$ cat src/rtl/fd_cmd_tx.sv
`default_nettype none
// ============================================================================
//  Module   : fd_cmd_tx
//  Purpose  : Initiator-side driver for the FD food-delivery input protocol.
//             Accepts one command per handshake, serialises its fields onto
//             the shared 48-bit DATA bus as one-cycle strobes separated by
//             idle gaps, waits for FD's out_valid and returns the result.
//  Option   : FD_TX_RAND_GAP_EN - gaps drawn from an 8-bit LFSR (1..5 cycles)
//             instead of the fixed GAP parameter.
//  Revision : 1.0 - initial release
// ============================================================================
module fd_cmd_tx #(
  parameter int         GAP       = 1,
  parameter int         TIMEOUT   = 1200,
  parameter logic [7:0] LFSR_SEED = 8'hA5
) (
  input  logic        clk,
  input  logic        rst,
  input  logic        cmd_valid,
  output logic        cmd_ready,
  input  logic [3:0]  cmd_act,
  input  logic        cmd_id_en,
  input  logic [7:0]  cmd_dman_id,
  input  logic [15:0] cmd_ctm_info,
  input  logic        cmd_res_en,
  input  logic [7:0]  cmd_res_id,
  input  logic [5:0]  cmd_food,
  output logic        act_valid,
  output logic        id_valid,
  output logic        cus_valid,
  output logic        res_valid,
  output logic        food_valid,
  output logic [47:0] D,
  input  logic        out_valid,
  input  logic [3:0]  err_msg,
  input  logic        complete,
  input  logic [63:0] out_info,
  output logic        rsp_valid,
  input  logic        rsp_ready,
  output logic [1:0]  rsp_status,
  output logic [3:0]  rsp_err,
  output logic        rsp_complete,
  output logic [63:0] rsp_info
);

  localparam int                  c_WCNT_W    = $clog2(TIMEOUT) + 1;
  localparam logic [c_WCNT_W-1:0] c_WCNT_LAST = c_WCNT_W'(TIMEOUT - 1);

  localparam logic [2:0] c_S_IDLE = 3'd0;
  localparam logic [2:0] c_S_SEND = 3'd1;
  localparam logic [2:0] c_S_GAP  = 3'd2;
  localparam logic [2:0] c_S_WAIT = 3'd3;
  localparam logic [2:0] c_S_RESP = 3'd4;

  // Field kinds held in the per-command send sequence
  localparam logic [2:0] c_F_ACT  = 3'd0;
  localparam logic [2:0] c_F_ID   = 3'd1;
  localparam logic [2:0] c_F_CUS  = 3'd2;
  localparam logic [2:0] c_F_RES  = 3'd3;
  localparam logic [2:0] c_F_FOOD = 3'd4;

  localparam logic [1:0] c_RSP_OK      = 2'd0;
  localparam logic [1:0] c_RSP_TIMEOUT = 2'd1;
  localparam logic [1:0] c_RSP_ILLEGAL = 2'd2;

  logic [2:0]          r_state;
  logic [2:0]          w_next;
  logic [3:0]          r_act;
  logic [7:0]          r_id;
  logic [15:0]         r_cus;
  logic [7:0]          r_res;
  logic [5:0]          r_food;
  logic [3:0][2:0]     r_seq;
  logic [1:0]          r_last;
  logic [1:0]          r_idx;
  logic [2:0]          r_gap_cnt;
  logic [c_WCNT_W-1:0] r_wcnt;
  logic [1:0]          r_rsp_status;
  logic [3:0]          r_rsp_err;
  logic                r_rsp_complete;
  logic [63:0]         r_rsp_info;

  logic [3:0][2:0]     w_seq;
  logic [1:0]          w_last;
  logic                w_legal;
  logic                w_accept;
  logic [2:0]          w_gap_tgt;

  assign w_accept = cmd_valid && (r_state == c_S_IDLE);

`ifdef FD_TX_RAND_GAP_EN
  logic [7:0] r_lfsr;
  logic       w_lfsr_fb;
  logic [2:0] w_unused_gap;

  assign w_unused_gap = 3'(GAP);
  assign w_lfsr_fb    = r_lfsr[7] ^ r_lfsr[5] ^ r_lfsr[4] ^ r_lfsr[3];
  assign w_gap_tgt    = (r_lfsr[2:0] % 3'd5) + 3'd1;

  // Gap LFSR: advances once per strobe so the following gap uses a fresh draw
  always_ff @(posedge clk) begin
    if (rst) begin
      r_lfsr <= LFSR_SEED;
    end else if (r_state == c_S_SEND) begin
      r_lfsr <= {r_lfsr[6:0], w_lfsr_fb};
    end
  end
`else
  logic [7:0] w_unused_seed;

  assign w_unused_seed = LFSR_SEED;
  assign w_gap_tgt     = 3'(GAP);
`endif

  // Build the ordered list of fields to send for the offered action
  always_comb begin
    w_seq    = '0;
    w_last   = 2'd0;
    w_legal  = 1'b1;
    w_seq[0] = c_F_ACT;
    case (cmd_act)
      4'd1: begin
        if (cmd_id_en) begin
          w_seq[1] = c_F_ID;
          w_seq[2] = c_F_CUS;
          w_last   = 2'd2;
        end else begin
          w_seq[1] = c_F_CUS;
          w_last   = 2'd1;
        end
      end
      4'd2: begin
        w_seq[1] = c_F_ID;
        w_last   = 2'd1;
      end
      4'd4: begin
        if (cmd_res_en) begin
          w_seq[1] = c_F_RES;
          w_seq[2] = c_F_FOOD;
          w_last   = 2'd2;
        end else begin
          w_seq[1] = c_F_FOOD;
          w_last   = 2'd1;
        end
      end
      4'd8: begin
        w_seq[1] = c_F_RES;
        w_seq[2] = c_F_FOOD;
        w_seq[3] = c_F_ID;
        w_last   = 2'd3;
      end
      default: w_legal = 1'b0;
    endcase
  end

  // State register
  always_ff @(posedge clk) begin
    if (rst) begin
      r_state <= c_S_IDLE;
    end else begin
      r_state <= w_next;
    end
  end

  // Next-state logic
  always_comb begin
    w_next = r_state;
    case (r_state)
      c_S_IDLE: if (w_accept) w_next = w_legal ? c_S_SEND : c_S_RESP;
      c_S_SEND: w_next = (r_idx == r_last) ? c_S_WAIT : c_S_GAP;
      c_S_GAP:  if (r_gap_cnt == (w_gap_tgt - 3'd1)) w_next = c_S_SEND;
      c_S_WAIT: if (out_valid || (r_wcnt == c_WCNT_LAST)) w_next = c_S_RESP;
      c_S_RESP: if (rsp_ready) w_next = c_S_IDLE;
      default:  w_next = c_S_IDLE;
    endcase
  end

  // Command latch, sequencing counters and response capture
  always_ff @(posedge clk) begin
    if (rst) begin
      r_act          <= '0;
      r_id           <= '0;
      r_cus          <= '0;
      r_res          <= '0;
      r_food         <= '0;
      r_seq          <= '0;
      r_last         <= '0;
      r_idx          <= '0;
      r_gap_cnt      <= '0;
      r_wcnt         <= '0;
      r_rsp_status   <= '0;
      r_rsp_err      <= '0;
      r_rsp_complete <= 1'b0;
      r_rsp_info     <= '0;
    end else begin
      case (r_state)
        c_S_IDLE: begin
          if (w_accept) begin
            r_act  <= cmd_act;
            r_id   <= cmd_dman_id;
            r_cus  <= cmd_ctm_info;
            r_res  <= cmd_res_id;
            r_food <= cmd_food;
            r_seq  <= w_seq;
            r_last <= w_last;
            r_idx  <= 2'd0;
            if (!w_legal) r_rsp_status <= c_RSP_ILLEGAL;
          end
        end
        c_S_SEND: begin
          r_gap_cnt <= '0;
          r_wcnt    <= '0;
          if (r_idx != r_last) r_idx <= r_idx + 2'd1;
        end
        c_S_GAP: begin
          if (r_gap_cnt != w_gap_tgt) r_gap_cnt <= r_gap_cnt + 3'd1;
        end
        c_S_WAIT: begin
          // out_valid takes priority over a simultaneous timeout
          if (out_valid) begin
            r_rsp_status   <= c_RSP_OK;
            r_rsp_err      <= err_msg;
            r_rsp_complete <= complete;
            r_rsp_info     <= out_info;
          end else if (r_wcnt == c_WCNT_LAST) begin
            r_rsp_status   <= c_RSP_TIMEOUT;
            r_rsp_err      <= '0;
            r_rsp_complete <= 1'b0;
            r_rsp_info     <= '0;
          end else begin
            r_wcnt <= r_wcnt + 1'b1;
          end
        end
        c_S_RESP: begin
          if (rsp_ready) begin
            r_rsp_status   <= '0;
            r_rsp_err      <= '0;
            r_rsp_complete <= 1'b0;
            r_rsp_info     <= '0;
          end
        end
        default: ;
      endcase
    end
  end

  // Outputs: one strobe plus its zero-extended field in SEND, otherwise quiet
  always_comb begin
    act_valid  = 1'b0;
    id_valid   = 1'b0;
    cus_valid  = 1'b0;
    res_valid  = 1'b0;
    food_valid = 1'b0;
    D          = '0;
    cmd_ready  = (r_state == c_S_IDLE) && !rst;
    rsp_valid  = (r_state == c_S_RESP);
    if (r_state == c_S_SEND) begin
      case (r_seq[r_idx])
        c_F_ACT:  begin act_valid  = 1'b1; D = {44'd0, r_act};  end
        c_F_ID:   begin id_valid   = 1'b1; D = {40'd0, r_id};   end
        c_F_CUS:  begin cus_valid  = 1'b1; D = {32'd0, r_cus};  end
        c_F_RES:  begin res_valid  = 1'b1; D = {40'd0, r_res};  end
        c_F_FOOD: begin food_valid = 1'b1; D = {42'd0, r_food}; end
        default:  ;
      endcase
    end
  end

  assign rsp_status   = r_rsp_status;
  assign rsp_err      = r_rsp_err;
  assign rsp_complete = r_rsp_complete;
  assign rsp_info     = r_rsp_info;

endmodule
`default_nettype wire

$ cat config.mk
export PLATFORM = sky130hd
export DESIGN_NAME = fd_cmd_tx
export DESIGN_NICKNAME = d
export VERILOG_FILES = /design/src/rtl/fd_cmd_tx.sv
export SDC_FILE = /design/constraint.sdc
export NUM_CORES = 1
export LEC_CHECK = 0
export CAP_MARGIN = 20
export CORE_ASPECT_RATIO = 1.2
export CORE_MARGIN = 3
export CORE_UTILIZATION = 47
export CTS_CLUSTER_DIAMETER = 120
export DETAILED_ROUTE_END_ITERATION = 12
export GPL_TIMING_DRIVEN = 0
export PLACE_DENSITY = 0.85
export RECOVER_POWER = 25
export SETUP_SLACK_MARGIN = 0.3
export SLEW_MARGIN = 20
export SYNTH_ARGS = -nofsm -noshare
export SYNTH_HDL_FRONTEND = slang
export SYNTH_SLANG_ARGS = --single-unit
$ cat constraint.sdc
create_clock -name clk -period 3.4 [get_ports clk]
set_input_delay 0.68 -clock clk [delete_from_list [all_inputs] [get_ports clk]]
set_output_delay 0.68 -clock clk [all_outputs]
set_load 0.03 [all_outputs]
==> flow_results.org, run 1 <==
** Die
- Std-Cell Core Area :: around 0.013 mm²
- Initial core utilization :: 48.8%
- In this run the core area contains 45 standard-cell rows.
- The floorplan step defined a die boundary enclosing 0.0148 mm².
- From left edge to right edge, the die measures 111 µm.
- Chip height :: around 130 µm
- 244 I/O pins were placed.

** GRT
- Total track usage :: 26.5%
- Maximum number of pins on one net before global-route repair :: 17
- Summed over all layers, the global routing overflow is 0.
- First-pass GRT wire length :: 31.7 mm
- Vias in the first global route :: 6260
- The number of antenna violations at the first check in global routing is 0.

** Placed design
- DP Area :: approximately 0.0087 mm²
- OpenSTA, run right after detailed placement, puts the worst setup slack at -0.208 ns.
- Port buffering added 208 buffers.
- Summed over all nets, the half-perimeter wirelength after detailed placement is 14.5 mm.
- The congestion estimate from routability-driven global placement came to between 0.8 and 0.9.

** Worst setup path
- The worst register-to-register path has a depth of 8.
- CP Class :: register to primary output
- Slowest cell on the critical path :: sky130_fd_sc_hd__dlygate4sd2_1
- The worst register-to-register path begins at r_state[1]$_SDFFE_PP0P_.
- Max FO, Critical Path :: 10
- Data on the critical path arrives at its endpoint at 2.35 ns.
- Endpoint of the most critical register-to-register path :: rsp_info[21]$_SDFFE_PP0P_
- Cell-by-cell listing of the critical path :: clkbuf_1, or3b_1, clkbuf_1, nor4_1, dlygate4sd2_1
- The setup check on the worst reg-to-reg path leaves a slack of about 1.0 ns.
- Critical path buffer and inverter count :: 3
- Among the stages of the critical path, the cell type that occurs most often is sky130_fd_sc_hd__clkbuf_1.
- Worst Setup Start Kind :: register
- The kind of cell with the highest combined delay along the critical path is buffers and inverters.
- Critical path endpoint category :: primary output
- At the worst endpoint, the required time is 2.72 ns.
- In this design, the stage delay of the slowest critical-path cell is 0.44 ns.

** Finish
- At the end of the flow the core is filled with cells to 72.5%.
- Fill cells in the final layout number between 1000 and 1500.
- Antenna Cells :: 0
- Relative to the synthesized area, the layout overhead comes to 48.5%.
- Share of post-route cells with drive strength above 1 :: a little under an eighth
- Design area :: 0.00930 mm²
- Sequential cell area :: approximately 0.0028 mm²
- # nets final :: around 1200
- Most frequent cells in the layout :: sky130_fd_sc_hd__nand2_1 (172), sky130_fd_sc_hd__clkdlybuf4s50_1 (167), sky130_fd_sc_hd__dfxtp_1 (139), sky130_fd_sc_hd__a21oi_1 (135), sky130_fd_sc_hd__nand3_1 (79)
- The library cell used most frequently in the layout, excluding fill and tap cells, is sky130_fd_sc_hd__nand2_1.
- Area used by multi-input combinational logic :: 0.00312 mm²

** STA
- Setup repair after global routing left no endpoint under its margin.
- The worst pin sits at a relative slew slack of around two fifths.
- For the final database, setup skew stands at a little under 0.01 ns.
- Setup slack closes at 0.371 ns.
- Share of the clock period used by the worst path after layout :: 89.1%
- The number of max-slew violations in the final report was 0.
- Subtracting the final worst setup slack from the clock period gives 3.03 ns.
- Across all hold checks on the routed design, the worst slack comes to 0.444 ns.
- Final setup violation count :: 0
- Hold Fails Final Rpt :: 0
- Peak Freq :: 330 MHz
- Pin slew with the least headroom to its limit :: 0.851 ns

** Power
- Total power consumption of the routed design :: 4.55 mW
- Max IR drop VDD :: between 300 and 400 µV
- Leakage :: approximately 3.5 nW
- Power per standard cell area :: 489 mW/mm²

** Synthesis
- Number of instances in the synthesized netlist :: 795
- In the synthesized netlist the async set-or-reset flop fraction comes to 0%.
- Ys Warns :: 0
- Synthesized flop and latch total :: 141
- After synthesis, the mean cell area works out to 7.88 µm².
- EDFF count, synth :: 0
- Among all flip-flop cells after synthesis, the most frequent one is sky130_fd_sc_hd__dfxtp_1.
- In this run the cell area of the synthesized design comes to 0.00626 mm².
- In this run, distinct cell masters in the synthesized netlist total 51.
- After synthesis, flip-flops and latches occupy 45.1% of the total area.

** Routing
- In this run the remaining antenna-violating nets after routing total 0.
- Detailed Routing Iterations Pass 1 :: 5
- Total length of routed wires :: 20.0 mm
- Summing over every cut layer, the via total after detailed routing is 6530.
- After detailed routing, the number of vias per cell comes to about 5.3.
- In the routed design, unresolved DRC markers number 0.
- Post-detailed-route wirelength per cell :: 16.3 µm
- After the first detailed-routing iteration, the DRC count stood at 351.

** Hold path
- The worst hold path terminates at rsp_info[51]$_SDFFE_PP0P_.
- The worst hold path belongs to the class register to register.
- The worst hold path begins at rsp_info[51]$_SDFFE_PP0P_.
- Cells on Worst Hold Path :: 2

** Clock network
- Clock slew at the register clock pins of the worst setup and hold paths :: approximately 0.060 ns
- Max Root-Sink Buffers :: 2
- CTS H-tree depth :: 4
- Worst skew pair latency :: 0.43 ns
- TritonCTS created 17 clock buffers.
- TritonCTS sink count :: 141
- TritonCTS built the clock tree.
- The tree is rooted in a sky130_fd_sc_hd__clkbuf_16.

** Outcome
- The flow ran to the end, and the final reports show no timing, DRC or antenna violations.

** Job
- The tool flagged a number of max-cap violations equal to 0.
## Yosys cell counts, types with 6 or more instances
cell type                    n  share of area (%)
sky130_fd_sc_hd__a21oi_1   134                 11
sky130_fd_sc_hd__a22oi_1    12                1.4
sky130_fd_sc_hd__and2_1     10                1.0
sky130_fd_sc_hd__buf_2       6               0.48
sky130_fd_sc_hd__buf_4      39                4.7
sky130_fd_sc_hd__clkbuf_1   46                2.8
sky130_fd_sc_hd__dfxtp_1   141                 45
sky130_fd_sc_hd__mux2_2      7                1.3
sky130_fd_sc_hd__nand2_1   173                 10
sky130_fd_sc_hd__nand3_1    79                6.3
sky130_fd_sc_hd__nor2_1     32                1.9
sky130_fd_sc_hd__nor2b_1     8               0.80
sky130_fd_sc_hd__nor3_1     12               0.96
sky130_fd_sc_hd__o21ai_0     9               0.72
## worst max-delay path by stage
stage | cells after the start | slack (ns) | endpoint | from
2_1_floorplan | 5 | 0.71 | D[10] | r_state[0]$_SDFFE_PP0P_
6_report | 5 | 0.37 | act_valid | r_state[1]$_SDFFE_PP0P_
5_1_grt | 5 | 0.24 | food_valid | r_state[1]$_SDFFE_PP0P_
3_3_place_gp | 5 | -0.20 | cmd_ready | rst
4_1_cts | 7 | 0.31 | D[5] | r_idx[1]$_SDFFE_PP0P_
3_5_place_dp | 5 | -0.21 | cmd_ready | rst
## state kept, by name (all words and copies together) (netlist names), 3 cells and up
name,count
r_cus,16
rsp_info,64
r_id,8
r_food,6
r_wcnt,12
r_state,3
r_res,8
r_gap_cnt,3
r_act,4
rsp_err,4
r_seq,6
## worst register-to-register path, delay by kind of cell, from the launching register on
kind,cells,cell delay (ns)
buffers and inverters,4,1.38
and+or+nand+nor,3,0.43
DFF,1,0.32
AOI/OAI and AO/OA,1,0.15
## area by class of cell
cell class | count | share of cell area (%)
Buffer | 93 | 5.62
Clock buffer | 23 | 5.25
Clock inverter | 7 | 0.686
Inverter | 4 | 0.161
Multi-Input combinational cell | 588 | 33.5
Sequential cell | 141 | 30.4
Tap cell | 164 | 2.21
Timing Repair Buffer | 211 | 22.1
## per-layer routing
layer / share of wire [%] / GRT usage [%] / up-vias
li1: - / - / 3178
met1: 38 / 29.4 / 3035
met2: 51 / 46.5 / 268
met3: 8.9 / 9.56 / 49
met4: 2.8 / 9.80 / 0
met5: 0 / 0 / -
## per-stage QoR
stage                     TNS, ns  instances
final                           0       1231
after global routing            0       1231
after CTS                       0       1231
after detailed placement   -0.604       1198
after global placement     -0.630       1198
after floorplan                 0        826
## report_power, final
| group | total [mW] | switching [mW] | leakage (nW) | internal (mW) |
|---|---|---|---|---|
| combinational | 0.967 | 0.579 | 2.07 | 0.388 |
| sequential | 1.83 | 0.0659 | 1.15 | 1.76 |
| clock | 1.76 | 0.689 | 0.278 | 1.07 |
| total | 4.55 | 1.33 | 3.49 | 3.22 |
## kinds of logic after synthesis
group / Yosys count / share of synthesized area, %
xor+xnor: 10 / 1.40
compound gates: 177 / 16.1
simple gates: 354 / 26.2
fa+ha+maj: 4 / 0.799
buf+inv: 97 / 8.51
flops: 141 / 45.1
other cells: 1 / 0.0599
mux: 11 / 1.90
## timing repair
item / in CTS / in global routing
hold buffers: 0 / 0
setup endpoints to repair: 22 / 17
resized for setup: 59 / 30
endpoints found under the hold margin: 0 / 0
pin swaps: 3 / 0
setup buffers: 3 / 0
No activity file was read; power rests on OpenSTA's default activity.
==> run 2, diff against run 1 <==
Settings changed: CORE_ASPECT_RATIO 1.2 to 0.9.
==> flow_results.org, run 2 (same netlist as run 1, synthesis figures left out) <==
** Hold path
- The beginning of the worst hold path was rsp_info[52]$_SDFFE_PP0P_ (was rsp_info[51]$_SDFFE_PP0P_).
- The cell depth of the worst hold path is 2 (unchanged).
- Type of the most critical hold path :: register to register (unchanged)
- Hold worst-path end :: rsp_info[52]$_SDFFE_PP0P_ (was rsp_info[51]$_SDFFE_PP0P_)

** Finish
- The final net count came to 1179 (was 1178).
- Max FFs per register :: 64 (unchanged)
- The fraction of final layout cells sized beyond drive strength 1 is 11.9% (was 11.4%).
- Area Overhead vs Synth :: 50.1% (was 48.5%)
- Antenna Cells :: 0 (unchanged)
- The utilization after layout was 73.0% (was 72.5%).
- Most frequent cells in the layout: sky130_fd_sc_hd__nand2_1 (172), sky130_fd_sc_hd__clkdlybuf4s50_1 (157), sky130_fd_sc_hd__dfxtp_1 (139), sky130_fd_sc_hd__a21oi_1 (133), sky130_fd_sc_hd__nand3_1 (79) (was sky130_fd_sc_hd__nand2_1 (172), sky130_fd_sc_hd__clkdlybuf4s50_1 (167), sky130_fd_sc_hd__dfxtp_1 (139), sky130_fd_sc_hd__a21oi_1 (135), sky130_fd_sc_hd__nand3_1 (79)).
- The commonest non-fill, non-tap cell in the layout is sky130_fd_sc_hd__nand2_1 (unchanged).

** GRT
- Total track usage :: 26.6% (was 26.5%)
- The busiest layer in global routing is met2 (unchanged).
- The via count of the first global-routing pass is 6130 (was 6260).
- Maximum number of pins on one net before global-route repair :: 17 (unchanged)
- Antenna violations before repair :: 1 (was 0)
- Met1 global-route usage :: 31.0% (was 29.4%)
- First-pass GRT wire length :: 31.0 mm (was 31.7 mm)
- The overall overflow remaining after global route came to 0 (unchanged).
- Met3 Usage GRT :: 10.8% (was 9.56%)
- The met2 track demand over resource was 44.4% (was 46.5%).

** Worst setup path
- Critical Path RT :: 2.72 ns (about the same)
- The slowest stage cell on the critical path is sky130_fd_sc_hd__dlygate4sd2_1 (unchanged).
- Endpoint of the most critical register-to-register path :: rsp_info[17]$_SDFFE_PP0P_ (was rsp_info[21]$_SDFFE_PP0P_)
- CP Class :: register to primary output (unchanged)
- Register-to-register setup slack :: 0.96 ns (was 1.04 ns)
- The startpoint kind of the worst setup timing path is a register (unchanged).
- Max FO, Critical Path :: 10 (unchanged)
- Startpoint of the worst-slack reg-to-reg timing path :: r_state[1]$_SDFFE_PP0P_ (unchanged)
- The most repeated library cell on the critical path is sky130_fd_sc_hd__clkbuf_1 (unchanged).
- Cell-by-cell listing of the critical path :: clkbuf_1, or3b_1, clkbuf_1, nor4_1, dlygate4sd2_1 (unchanged)
- The signal arrival time at the worst endpoint came to 2.43 ns (was 2.35 ns).
- Stage delay of the slowest cell on the critical path :: 0.45 ns (was 0.44 ns)
- Depth of the worst register-to-register path :: 8 (unchanged)
- Critical path endpoint category :: primary output (unchanged)
- CP startpoint :: r_state[1]$_SDFFE_PP0P_ (unchanged)

** Die
- I/O pin total :: 244 (unchanged)
- Die area :: 0.0148 mm² (about the same)
- The height of the die is 116 µm (was 132 µm).
- Die boundary width :: 128 µm (was 111 µm)
- The total number of placement rows was 39 (was 45).
- The area of the placeable core was 0.0129 mm² (was 0.0128 mm²).
- Initial core utilization :: 48.6% (was 48.8%)

** STA
- Fin Clk Skew :: 0.00737 ns (was 0.00982 ns)
- The actual slew at the worst max-slew pin was 0.935 ns (was 0.851 ns).
- The number of max-slew violations in the final report is 0 (unchanged).
- Crit path setup slack, layout :: 0.294 ns (was 0.371 ns)
- The total count of hold-check failures in the final report is 0 (unchanged).
- The post-layout minimum cycle time came to 3.11 ns (was 3.03 ns).
- Peak Freq :: 322 MHz (was 330 MHz)
- The final clock period utilization by the worst path was 91.3% (was 89.1%).
- The number of setup violations in the final report came to 0 (unchanged).
- Unrepaired setup endpoints after global routing :: yes (was no)
- Max_slew headroom :: 36.1% (was 41.8%)

** Clock network
- CTS tree :: yes (unchanged)
- Worst skew pair latency :: 0.43 ns (about the same)
- CTS H-tree depth :: 4 (unchanged)
- The clock sink total was 141 (unchanged).
- The CTS buffer count was 17 (unchanged).
- Root Driver :: sky130_fd_sc_hd__clkbuf_16 (unchanged)
- Max Root-Sink Buffers :: 2 (unchanged)
- Cts-stage hold buffer count :: 0 (unchanged)
- The clock transition at the register clock pins on the worst setup and hold paths after CTS is 0.06 ns (about the same).

** Outcome
- Outcome :: finished, final reports clean (unchanged)

** Job
- The max capacitance violation total came to 0 (unchanged).

** Routing
- The via count came to 6516 (was 6530).
- Total length of routed wires :: 20.1 mm (was 20.0 mm)
- The average via count per standard cell was 5.28 (was 5.30).
- The count of unresolved DRC violations after routing came to 0 (unchanged).
- Number of DRC markers after the initial detailed-route iteration :: 499 (was 351)
- The residual antenna-violating net count after detailed routing is 0 (unchanged).
- Detailed Routing Iterations Pass 1 :: 5 (unchanged)
- The detailed-route wire length per cell was 16.3 µm (about the same).

** Power
- The reported leakage power came to 3.57 nW (was 3.49 nW).
- Power per standard cell area :: 523 mW/mm² (was 489 mW/mm²)
- Max IR drop VDD :: 442 µV (was 315 µV)

** Placed design
- Final Wtd Congestion :: 0.886 (was 0.863)
- IO buf count :: 208 (unchanged)
- Worst-case setup slack after placement :: -0.196 ns (was -0.208 ns)
- The total half-perimeter wirelength after legalization and detailed placement came to 14.2 mm (was 14.5 mm).
==> run 2: final cells by class <==
| cell class | count | area (µm²) |
|---|---|---|
| Tap cell | 164 | 205 |
| Inverter | 4 | 15.0 |
| Multi-Input combinational cell | 588 | 3100 |
| Buffer | 93 | 526 |
| Fill cell | 1027 | 3480 |
| Sequential cell | 141 | 2830 |
| Clock inverter | 9 | 180 |
| Clock buffer | 23 | 498 |
| Timing Repair Buffer | 212 | 2060 |
==> run 2: timing repair <==
action                     4_1_cts  5_1_grt
buffers inserted                 3        1
resized for setup               57       26
pin swaps                        2        0
setup endpoints to repair       22       15
==> run 2: worst max path at each step <==
stage | cells after the start | end | slack (ns)
final | 5 | food_valid | 0.29
after global routing | 6 | D[2] | 0.21
after CTS | 7 | D[6] | 0.29
after detailed placement | 5 | cmd_ready | -0.20
after global placement | 5 | cmd_ready | -0.22
after floorplan | 5 | D[10] | 0.71
==> run 2: critical path, delay by kind of cell (launching register included) <==
kind | cells | cell delay [ns]
AND/OR/NAND/NOR | 2 | 0.78
flip-flops | 1 | 0.32
buffers and inverters | 3 | 0.89
==> run 2: through the flow <==
stage          setup TNS (ns)  power [mW]  instances  hold slack, ns  area [µm²]
5_1_grt                     0        5.10       1234           0.460        9410
2_1_floorplan               0        2.44        826           0.432        6380
3_5_place_dp            -1.25        2.81       1198           0.443        8670
6_report                    0        4.92       1234           0.444        9410
3_3_place_gp           -0.551        2.79       1198           0.437        8670
4_1_cts                     0        4.93       1233           0.450        9430
==> run 2: power breakdown <==
group          internal [mW]  switching [mW]
Sequential              1.76          0.0662
Clock                   1.40           0.722
Combinational          0.387           0.582
==> run 2: layer usage <==
metal | wire, µm | vias up
li1 | - | 3190
met3 | 2060 | 48
met1 | 7760 | 2987
met4 | 533 | 2
met2 | 9700 | 289
met5 | 13 | -
==> run 3, diff against run 2 <==
Settings changed: MAX_ROUTING_LAYER set to met4, SETUP_SLACK_MARGIN 0.3 to not set.
Clock period 3.4 ns to 3.7 ns, I/O delays scaled along.
==> flow_results.org, run 3 (same netlist as run 1, synthesis figures left out) <==
** Outcome
- Outcome :: finished, final reports clean (unchanged)

** Finish
- Most frequent cells in the layout: sky130_fd_sc_hd__nand2_1 (173), sky130_fd_sc_hd__clkdlybuf4s50_1 (169), sky130_fd_sc_hd__dfxtp_1 (141), sky130_fd_sc_hd__a21oi_1 (134), sky130_fd_sc_hd__nand3_1 (79) (was sky130_fd_sc_hd__nand2_1 (172), sky130_fd_sc_hd__clkdlybuf4s50_1 (157), sky130_fd_sc_hd__dfxtp_1 (139), sky130_fd_sc_hd__a21oi_1 (133), sky130_fd_sc_hd__nand3_1 (79)).
- Most common library cell in the layout ignoring fill and taps :: sky130_fd_sc_hd__nand2_1 (unchanged)
- Area Overhead vs Synth :: 50.3% (was 50.1%)
- The non-filler instance count after layout was 1231 (was 1234).
- The final net count was 1175 (was 1179).
- The sequential cell area is 0.00282 mm² (was 0.00283 mm²).
- Area used by multi-input combinational logic :: 0.00308 mm² (was 0.00310 mm²)
- Share of post-route cells with drive strength above 1 :: 9.66% (was 11.9%)
- Fillcell total :: 1019 (was 1027)
- The flip-flop count of the largest register after layout was 64 (unchanged).

** GRT
- The global-route wire length before repair came to 30.6 mm (was 31.0 mm).
- The largest net degree at the start of global routing came to 17 (unchanged).
- The via count of the first global-routing pass is 6103 (was 6130).
- Antenna violations before repair :: 1 (unchanged)
- Total track usage :: 27.0% (was 26.6%)
- Overflow after GRT :: 0 (unchanged)

** Clock network
- CTS Buf Count :: 17 (unchanged)
- Worst skew pair latency :: 0.43 ns (about the same)
- Cts-stage hold buffer count :: 0 (unchanged)
- Root Driver :: sky130_fd_sc_hd__clkbuf_16 (unchanged)
- CTS H-tree depth :: 4 (unchanged)
- The number of buffers on the longest clock path was 2 (unchanged).
- TritonCTS sink count :: 141 (unchanged)
- The clock tree from TritonCTS is yes (unchanged).
- Clock slew at the register clock pins of the worst setup and hold paths :: 0.06 ns (about the same)

** Power
- Max IR drop VDD :: 407 µV (was 442 µV)
- Leakage :: 3.61 nW (was 3.57 nW)
- The power per cell area was 480 mW/mm² (was 523 mW/mm²).

** Die
- Num rows :: 39 (unchanged)
- The starting utilization of the core area came to 48.6% (unchanged).
- Die area :: 0.0148 mm² (unchanged)
- The area of the placeable core came to 0.0129 mm² (unchanged).
- I/O pin total :: 244 (unchanged)
- Die boundary width :: 128 µm (unchanged)
- Chip height :: 116 µm (unchanged)

** STA
- Fin Clk Skew :: 0.00610 ns (was 0.00737 ns)
- The worst path needs 3.60 ns of the cycle, external delays included.
- Based on the critical path, the design can be clocked at up to 278 MHz.
- The number of setup violations in the final report was 0 (unchanged).
- Pin slew with the least headroom to its limit :: 0.957 ns (was 0.935 ns)
- Count of final max-slew check failures :: 0 (unchanged)
- Unrepaired setup endpoints after global routing :: yes (unchanged)
- The total count of hold-check failures in the final report is 0 (unchanged).
- The final total negative setup slack is 0 ns (unchanged).
- The normalized max-slew margin is 34.6% (was 36.1%).
- After layout, the worst path uses 97.2% of the clock period.

** Placed design
- The number of input and output port buffers inserted was 208 (unchanged).
- The instance count after placement with tap cells included is 1198 (unchanged).
- Final Wtd Congestion :: 0.901 (was 0.886)
- Dpl hpwl :: 14.2 mm (unchanged)

** Routing
- The number of search-and-repair iterations in the first detailed-routing pass was 5 (unchanged).
- Total length of routed wires :: 19.9 mm (was 20.1 mm)
- The residual antenna-violating net count after detailed routing is 0 (unchanged).
- The count of unresolved DRC violations after routing came to 0 (unchanged).
- The average via count per standard cell was 5.26 (was 5.28).
- Total number of vias :: 6480 (was 6516)
- Post-detailed-route wirelength per cell :: 16.2 µm (was 16.3 µm)
- The violation count after the first detailed-route iteration is 435 (was 499).

** Worst setup path
- The signal arrival time at the worst endpoint came to 2.86 ns (was 2.43 ns).
- Critical path endpoint category :: primary output (unchanged)
- Max FO, Critical Path :: 8 (was 10)
- CP Class :: register to primary output (unchanged)
- Worst Setup Start Kind :: register (unchanged)
- The required time at the worst-slack endpoint came to 2.96 ns (was 2.72 ns).

** Job
- Max-cap violations :: 0 (unchanged)

** Hold path
- The class of the tightest hold or removal check was register to register (unchanged).
run 3: area by class of cell:
cell class | count | area share [%]
timing repair buffer | 208 | 22.2
sequential | 141 | 30.0
clock inverter | 9 | 1.91
antenna | 1 | 0.0266
tap | 164 | 2.18
multi-input combinational | 588 | 32.7
buffer | 93 | 5.53
inverter | 4 | 0.159
clock buffer | 23 | 5.29
run 3: path summary, 6_finish.rpt:
path / from / endpoint / depth (start not counted) / slack, ns
worst min-delay path: rsp_info[8]$_SDFFE_PP0P_ / rsp_info[8]$_SDFFE_PP0P_ / 2 / 0.45
worst min register to register: rsp_info[8]$_SDFFE_PP0P_ / rsp_info[8]$_SDFFE_PP0P_ / 2 / 0.45
worst max register to register: r_wcnt[0]$_SDFFE_PP0P_ / rsp_err[2]$_SDFFE_PP0P_ / 7 / 1.45
worst max-delay path: r_idx[0]$_SDFFE_PP0P_ / D[2] / 6 / 0.10
run 3: layer usage:
layer  GRT usage, %  part of all wire, %  up-vias
met3           9.91                  9.5       41
met2           43.6                   48      290
met1           31.1                   40     2970
met4           9.90                  2.5        0
li1               -                    -     3179
met5              -                    0        -
run 3: repair_timing:
item,CTS,global route
setup endpoints to repair,17,16
buffers inserted,0,0
resized for setup,10,10
run 3: worst max-delay path, stage by stage (launching register included):
cell and delay, ns:
sky130_fd_sc_hd__dfxtp_1 0.49, sky130_fd_sc_hd__nor2b_4 0.27, sky130_fd_sc_hd__a22oi_2 0.15, sky130_fd_sc_hd__nor3_2 0.43, sky130_fd_sc_hd__a22oi_1 0.18, sky130_fd_sc_hd__a21oi_1 0.21, sky130_fd_sc_hd__clkdlybuf4s50_1 0.70
run 3: power by group:
group | switching, mW | internal, mW
logic | 0.532 | 0.357
clock network | 0.663 | 1.29
registers | 0.0607 | 1.62
run 3: per-stage QoR:
step                hold WS (ns)  util, %  power (mW)  setup WS, ns  cell area (µm²)
global placement           0.437     67.3        2.57       -0.0383             8670
detailed placement         0.443     67.3        2.58       -0.0160             8670
global route               0.460     73.1        4.69       -0.0728             9410
floorplan                  0.432        -        2.25         0.946             6380
CTS                        0.450     72.8        4.52        0.0242             9380
finish                     0.446     73.1        4.52         0.103             9410
